===== config.mk =====
export PLATFORM = sky130hd
export DESIGN_NAME = weight_updater
export DESIGN_NICKNAME = d
export VERILOG_FILES = /design/src/rtl/weight_updater.sv
export SDC_FILE = /design/constraint.sdc
export NUM_CORES = 1
export LEC_CHECK = 0
export ABC_AREA = 0
export BUFFER_PORTS_ARGS = -buffer_cell sky130_fd_sc_hd__buf_2
export CAP_MARGIN = 10
export CORE_MARGIN = 8
export CORE_UTILIZATION = 40
export DETAILED_ROUTE_END_ITERATION = 16
export GPL_ROUTABILITY_DRIVEN = 0
export GPL_TIMING_DRIVEN = 1
export REMOVE_ABC_BUFFERS = 1
export SYNTH_ARGS = -nofsm -noshare
export SYNTH_HDL_FRONTEND = slang
export SYNTH_SLANG_ARGS = --single-unit

===== constraint.sdc =====
create_clock -name clk -period 2.7 [get_ports clk]
set_input_delay 0.27 -clock clk [delete_from_list [all_inputs] [get_ports clk]]
set_output_delay 0.27 -clock clk [all_outputs]
set_load 0.05 [all_outputs]

===== src/rtl/weight_updater.sv =====
// weight_updater: single-weight SGD update, weight <= weight - round(grad*eta >> FRAC).
// Two-state FSM: IDLE samples the product on enable_update, CALC writes the new weight.
// Build option: define WEIGHT_SAT_EN to clip out-of-range results and raise the sticky
// sat_flag. Without it, results wrap to DW bits and sat_flag is constant 0.
module weight_updater #(
  parameter int DW   = 16,
  parameter int FRAC = 12
) (
  input  logic                 clk,
  input  logic                 reset,
  input  logic                 enable_update,
  input  logic signed [DW-1:0] grad,
  input  logic signed [DW-1:0] eta,
  input  logic                 load_weight,
  input  logic signed [DW-1:0] init_weight,
  output logic signed [DW-1:0] weight,
  output logic                 busy,
  output logic                 update_done,
  output logic                 sat_flag
);

  localparam int PW = 2 * DW;
  localparam int XW = 2 * DW + 1;
  localparam logic signed [XW-1:0] ROUND = {{(XW-1){1'b0}}, 1'b1} << (FRAC - 1);

  typedef enum logic {IDLE, CALC} state_t;

  state_t               state_q, state_d;
  logic signed [PW-1:0] prod_q, prod_d;
  logic signed [DW-1:0] weight_q, weight_d;
  logic                 done_q, done_d;
  logic signed [XW-1:0] rounded, scaled, diff;
  logic signed [DW-1:0] result;

`ifdef WEIGHT_SAT_EN
  localparam logic signed [XW-1:0] MAXV = {{(DW+2){1'b0}}, {(DW-1){1'b1}}};
  localparam logic signed [XW-1:0] MINV = {{(DW+2){1'b1}}, {(DW-1){1'b0}}};
  logic sat_q, sat_d;
  logic clipped;
`endif

  // Rounded scaling and the wide subtraction, narrowed to DW at the end.
  always_comb begin
    rounded = {prod_q[PW-1], prod_q} + ROUND;
    scaled  = rounded >>> FRAC;
    diff    = {{(DW+1){weight_q[DW-1]}}, weight_q} - scaled;
`ifdef WEIGHT_SAT_EN
    clipped = 1'b0;
    result  = DW'(diff);
    if (diff > MAXV) begin
      result  = {1'b0, {(DW-1){1'b1}}};
      clipped = 1'b1;
    end else if (diff < MINV) begin
      result  = {1'b1, {(DW-1){1'b0}}};
      clipped = 1'b1;
    end
`else
    result = DW'(diff);
`endif
  end

  // Next-state and datapath updates; load_weight overrides everything.
  always_comb begin
    state_d  = state_q;
    prod_d   = prod_q;
    weight_d = weight_q;
    done_d   = 1'b0;
`ifdef WEIGHT_SAT_EN
    sat_d    = sat_q;
`endif
    if (load_weight) begin
      weight_d = init_weight;
      state_d  = IDLE;
`ifdef WEIGHT_SAT_EN
      sat_d    = 1'b0;
`endif
    end else begin
      case (state_q)
        IDLE: begin
          if (enable_update) begin
            prod_d  = $signed(grad) * $signed(eta);
            state_d = CALC;
          end
        end
        CALC: begin
          weight_d = result;
          done_d   = 1'b1;
          state_d  = IDLE;
`ifdef WEIGHT_SAT_EN
          sat_d    = sat_q | clipped;
`endif
        end
        default: state_d = IDLE;
      endcase
    end
  end

  // State and datapath registers with asynchronous clear.
  always_ff @(posedge clk or posedge reset) begin
    if (reset) begin
      state_q  <= IDLE;
      prod_q   <= '0;
      weight_q <= '0;
      done_q   <= 1'b0;
    end else begin
      state_q  <= state_d;
      prod_q   <= prod_d;
      weight_q <= weight_d;
      done_q   <= done_d;
    end
  end

`ifdef WEIGHT_SAT_EN
  // Sticky clip indicator, cleared only by reset or a load.
  always_ff @(posedge clk or posedge reset) begin
    if (reset) sat_q <= 1'b0;
    else       sat_q <= sat_d;
  end
  assign sat_flag = sat_q;
`else
  assign sat_flag = 1'b0;
`endif

  assign weight      = weight_q;
  assign busy        = (state_q == CALC);
  assign update_done = done_q;

endmodule


# Word level (Yosys, flattened, before mapping)
# Index checks and enable logic that the tools add are counted.
dict set report word_totals {
  regBits 46
  latch_bits 0
  ramBits 0
  mem_bits_ro 0
  word_cells 18
  mem_count 0
}
dict set report op_classes {
  n_addsub 2
  mul 1
  div_mod_pow 0
  order_cmp 0
  n_eq_ne 0
  n_shift 0
  muxes 7
  bitwise 2
  reduce_logical 2
}
# operator count
set op_table {}
lappend op_table {{16-bit two-way mux} 2}
lappend op_table {{28-bit by 13-bit adder with 28-bit output, second input constant} 1}
lappend op_table {{16-bit by 16-bit multiplier with 28-bit output} 1}
lappend op_table {{16-bit subtractor} 1}
lappend op_table {{1-bit two-way mux} 4}
lappend op_table {{3-bit AND reduction} 1}
lappend op_table {{1-bit inverter} 2}
lappend op_table {{1-bit case mux with 2 select lines} 1}
lappend op_table {{2-bit nonzero test} 1}

# Longest topological paths before layout
dict set report logic_depth {
  ltp_word 4
  depth_mapped 25
  depth_no_buf 24
}

# Worst setup path before layout
# No wires, ideal clock.
dict set report synth_path {
  path_type {input -> register}
  start {input port eta[7]}
  end {register prod_q[25]}
  setup_time_ns 0.133
  t_arrival_ns 5.763
  slack_ns -3.196
  stages 24
  path_buffers 1
  cell_sequence {clkbuf_1 -> nand2_1 -> fa_1 -> inv_1 -> fa_1 -> inv_1 -> fa_1 -> inv_1 -> fa_1 -> fa_1 -> inv_1 -> fa_1 -> inv_1 -> ha_1 -> a21oi_1 -> o21ai_0 -> a221oi_2 -> inv_1 -> o2111a_2 -> o21ai_2 -> o21ai_0 -> a21oi_1 -> xor2_1 -> o21ai_0}
}
dict set report synth_via {
  elab_chain_len 1
}
# item line
set synth_lines {}
lappend synth_lines {{start, declared} 13} ;# input logic signed [DW-1:0] eta,
lappend synth_lines {{16-bit by 16-bit multiplier with 28-bit output} 81} ;# prod_d = $signed(grad) * $signed(eta);
lappend synth_lines {{end signal, assigned} 107} ;# prod_q <= prod_d;
lappend synth_lines {{end, declared} 29} ;# logic signed [PW-1:0] prod_q, prod_d;
# Every way passes these cells.
# A chain may end at the register's enable or synchronous reset.

# Worst setup path in the final report
dict set report layout_path {
  start {input port grad[10]}
  end {register prod_q[27]}
}
dict set report layout_via {
  elab_chain_len 1
}
# item line
set layout_lines {}
lappend layout_lines {{start, declared} 12} ;# input logic signed [DW-1:0] grad,
lappend layout_lines {{16-bit by 16-bit multiplier with 28-bit output} 81}
# Every way passes these cells.

==> metrics.csv <==
stage,metric,value,unit
run_status,status,"finished, violations left",
run_status,violations,negative setup slack,
die,fp.dieArea,32400,µm²
placement,io_buffers,69,
die,die_h,180,µm
final_layout,nFillCells,2479,
synth,netlist_instances,1204,
synth,yosys_warnings,0,
synth,syn_area,10800,µm²
synth,synth-edff-count,0,
sta,relSlewSlack,0.590,
sta,finalMaxSlewViolations,0,
routing,dr.pass1.iters,4,
clocking,clkSlewWorstSetupHoldPaths,0.06,ns
critical_path,path_class,input port to register,
sta,fin_crit,5.50,ns
routing,first_iter_violations,293,
placement,dp_hpwl,22.5,mm
final_layout,seqCellArea,876,µm²
routing,drcViolationCount,0,
critical_path,crit_chain,buf_12 > and2_4 > fa_1 > inv_1 > fa_1 > inv_2 > fa_1 > fa_1 > fa_1 > inv_2 > fa_1 > inv_2 > ha_4 > buf_6 > nand4_1 > a211oi_4 > a221oi_2 > inv_1 > o2111a_2 > o21ai_4 > o211ai_2 > a31oi_2 > xnor2_1 > o21ai_1,
critical_path,slowest_delay,0.52,ns
clocking,clock-sinks,35,
synth,synthFlopType,dfrtp_1,
synth,synth-seq-cells,35,
critical_path,crit_fanout,7,
clocking,hold_buffers,0,
synth,synth_top_area_frac,0.426,
clocking,cts.htree.levels,2,
sta,worst-slew-pin-transition,0.614,ns
critical_path,start_kind,input port,
final_layout,final_cell_mix,"inv_1, fa_1, buf_4, nand2_1, and2_1",
die,rows,60,
clocking,cts_buffers,5,
sta,finalCritPeriodShare,2.04,
sta,clock-skew-final,0.00671,ns
final_layout,drive_gt1_frac,0.266,
sta,hold_violations,0,
clocking,clock_path_buffers,2,
final_layout,diodes,0,
sta,hold_slack,0.0875,ns
sta,setup_viol,22,
synth,synth.yosys.seq_area_share,0.0813,
clocking,root_buffer,clkbuf_16,
global_route,grt_max_degree,36,
critical_path,critPathMostFrequentCell,fa_1,
critical_path,cp_slowest_cell,fa_1,
critical_path,crit_arrival,5.65,ns
global_route,grt_util_all_layers,0.163,
synth,syn_area_per_cell,8.95,µm²
routing,viasPerCell,4.67,
final_layout,final_common_cell,inv_1,
critical_path,crit_family,adder cells,
routing,wl_per_cell,14.6,µm
die,io_pins,71,
routing,vias,8289,
synth,synth_cell_types,45,
die,core,26700,µm²
global_route,grt.overflow.total,0,
routing,drt-total-wl,26.0,mm
final_layout,multi_input_area,9210,µm²
synth,async_reset_ff_frac,1.00,
clocking,cts_tree,built,
sta,max_freq,182,MHz
final_layout,syn2layout_area_growth,28.0,%
routing,final_antenna_net_count,0,
synth,yosys.area.top_type,fa_1,
die,initial_utilization,0.403,
critical_path,critical_path_buf_inv_count,7,
min_path,hold_class,input port to async pin,
global_route,grt_pass1_wl,44.4,mm
final_layout,fin_nets,1804,
sta,rsz0062_at_grt,yes,
synth,yosys-top-cells-area,"fa_1, ha_1, inv_1",
critical_path,cp_data_required_time,2.85,ns
global_route,first_global_vias,9002,
critical_path,end_kind,register,
sta,setup_ws,-2.80,ns
clocking,insertion_delay,0.28,ns
die,die-width,180,µm
global_route,antenna_found_initial,0,
run,maxCapViolCount,0,
-- flip-flops by register name, indices dropped and copies added (netlist names) --
name / cells
prod_q: 17
update_done: 1
weight: 16
busy: 1
-- tightest hold or removal path: stages --
cell   delay (ns)
buf_2        0.09
inv_1        0.04
buf_4        0.40
-- logic make-up (layout without fill, tap and decap cells) --
kind of cell | after synthesis | in the layout | share of synthesized area
multiplexers | 12 | 12 | 0.0113
AO/OA/AOI/OAI | 95 | 95 | 0.0556
XOR/XNOR | 64 | 64 | 0.0520
other | 1 | 1 | 0.000348
buffers and inverters | 327 | 557 | 0.114
flip-flops | 35 | 35 | 0.0813
AND/OR/NAND/NOR | 351 | 351 | 0.155
adder cells (fa/ha/maj) | 319 | 319 | 0.530
-- worst paths after layout --
kind / start / end / slack (ns) / depth (start not counted)
max: grad[10] / prod_q[27]$_DFFE_PP0P_ / -2.80 / 24
min: reset / busy$_DFF_PP0_ / 0.09 / 3
max reg2reg: prod_q[11]$_DFFE_PP0P_ / weight[14]$_DFFE_PP0P_ / -0.20 / 17
min reg2reg: prod_q[27]$_DFFE_PP0P_ / prod_q[27]$_DFFE_PP0P_ / 0.51 / 2
max in group asynchronous: reset / weight[14]$_DFFE_PP0P_ / 2.29 / 3
min in group clk: init_weight[7] / weight[7]$_DFFE_PP0P_ / 0.21 / 3
-- per-layer routing --
layer	global-route usage	vias to the layer above	part of all wire
met5	0	-	0
met4	0.0238	0	0.0072
met3	0.0192	16	0.056
met2	0.277	155	0.47
met1	0.225	4101	0.46
li1	-	4017	-
-- final cells by class --
type | instances | share of cell area
Sequential cell | 35 | 0.0635
Inverter | 287 | 0.0782
Tap cell | 341 | 0.0310
Clock buffer | 5 | 0.00908
Clock inverter | 3 | 0.00145
Multi-Input combinational cell | 842 | 0.668
Timing Repair Buffer | 262 | 0.148
-- synth_stat cells (19+ instances only) --
| cell | count |
|---|---|
| nor2_1 | 21 |
| nand2_1 | 181 |
| clkbuf_1 | 39 |
| fa_1 | 229 |
| dfrtp_1 | 35 |
| o21ai_0 | 38 |
| xnor2_1 | 45 |
| ha_1 | 90 |
| a21oi_1 | 22 |
| inv_1 | 287 |
| and2_1 | 102 |
| xor2_1 | 19 |
-- repair_timing --
| item | 4_1_cts | 5_1_grt |
|---|---|---|
| pin swaps | 59 | 54 |
| setup endpoints to repair | 24 | 26 |
| setup buffers | 15 | 10 |
| gates resized for setup | 136 | 90 |
-- metrics by stage --
step           utilization  instances  cell area (µm²)  TNS [ns]  setup slack [ns]
6_report             0.516       1775            13800    -42.80             -2.80
5_1_grt              0.516       1775            13800    -47.71             -3.08
4_1_cts              0.500       1766            13400    -42.47             -2.80
3_5_place_dp         0.474       1744            12700    -52.21             -3.38
3_3_place_gp         0.474       1744            12700    -51.18             -3.29
2_1_floorplan            -       1164            10600    -41.72             -2.93
Power is not shown: default switching activity piles up to over one toggle a cycle in this logic, so the estimate is an artifact.
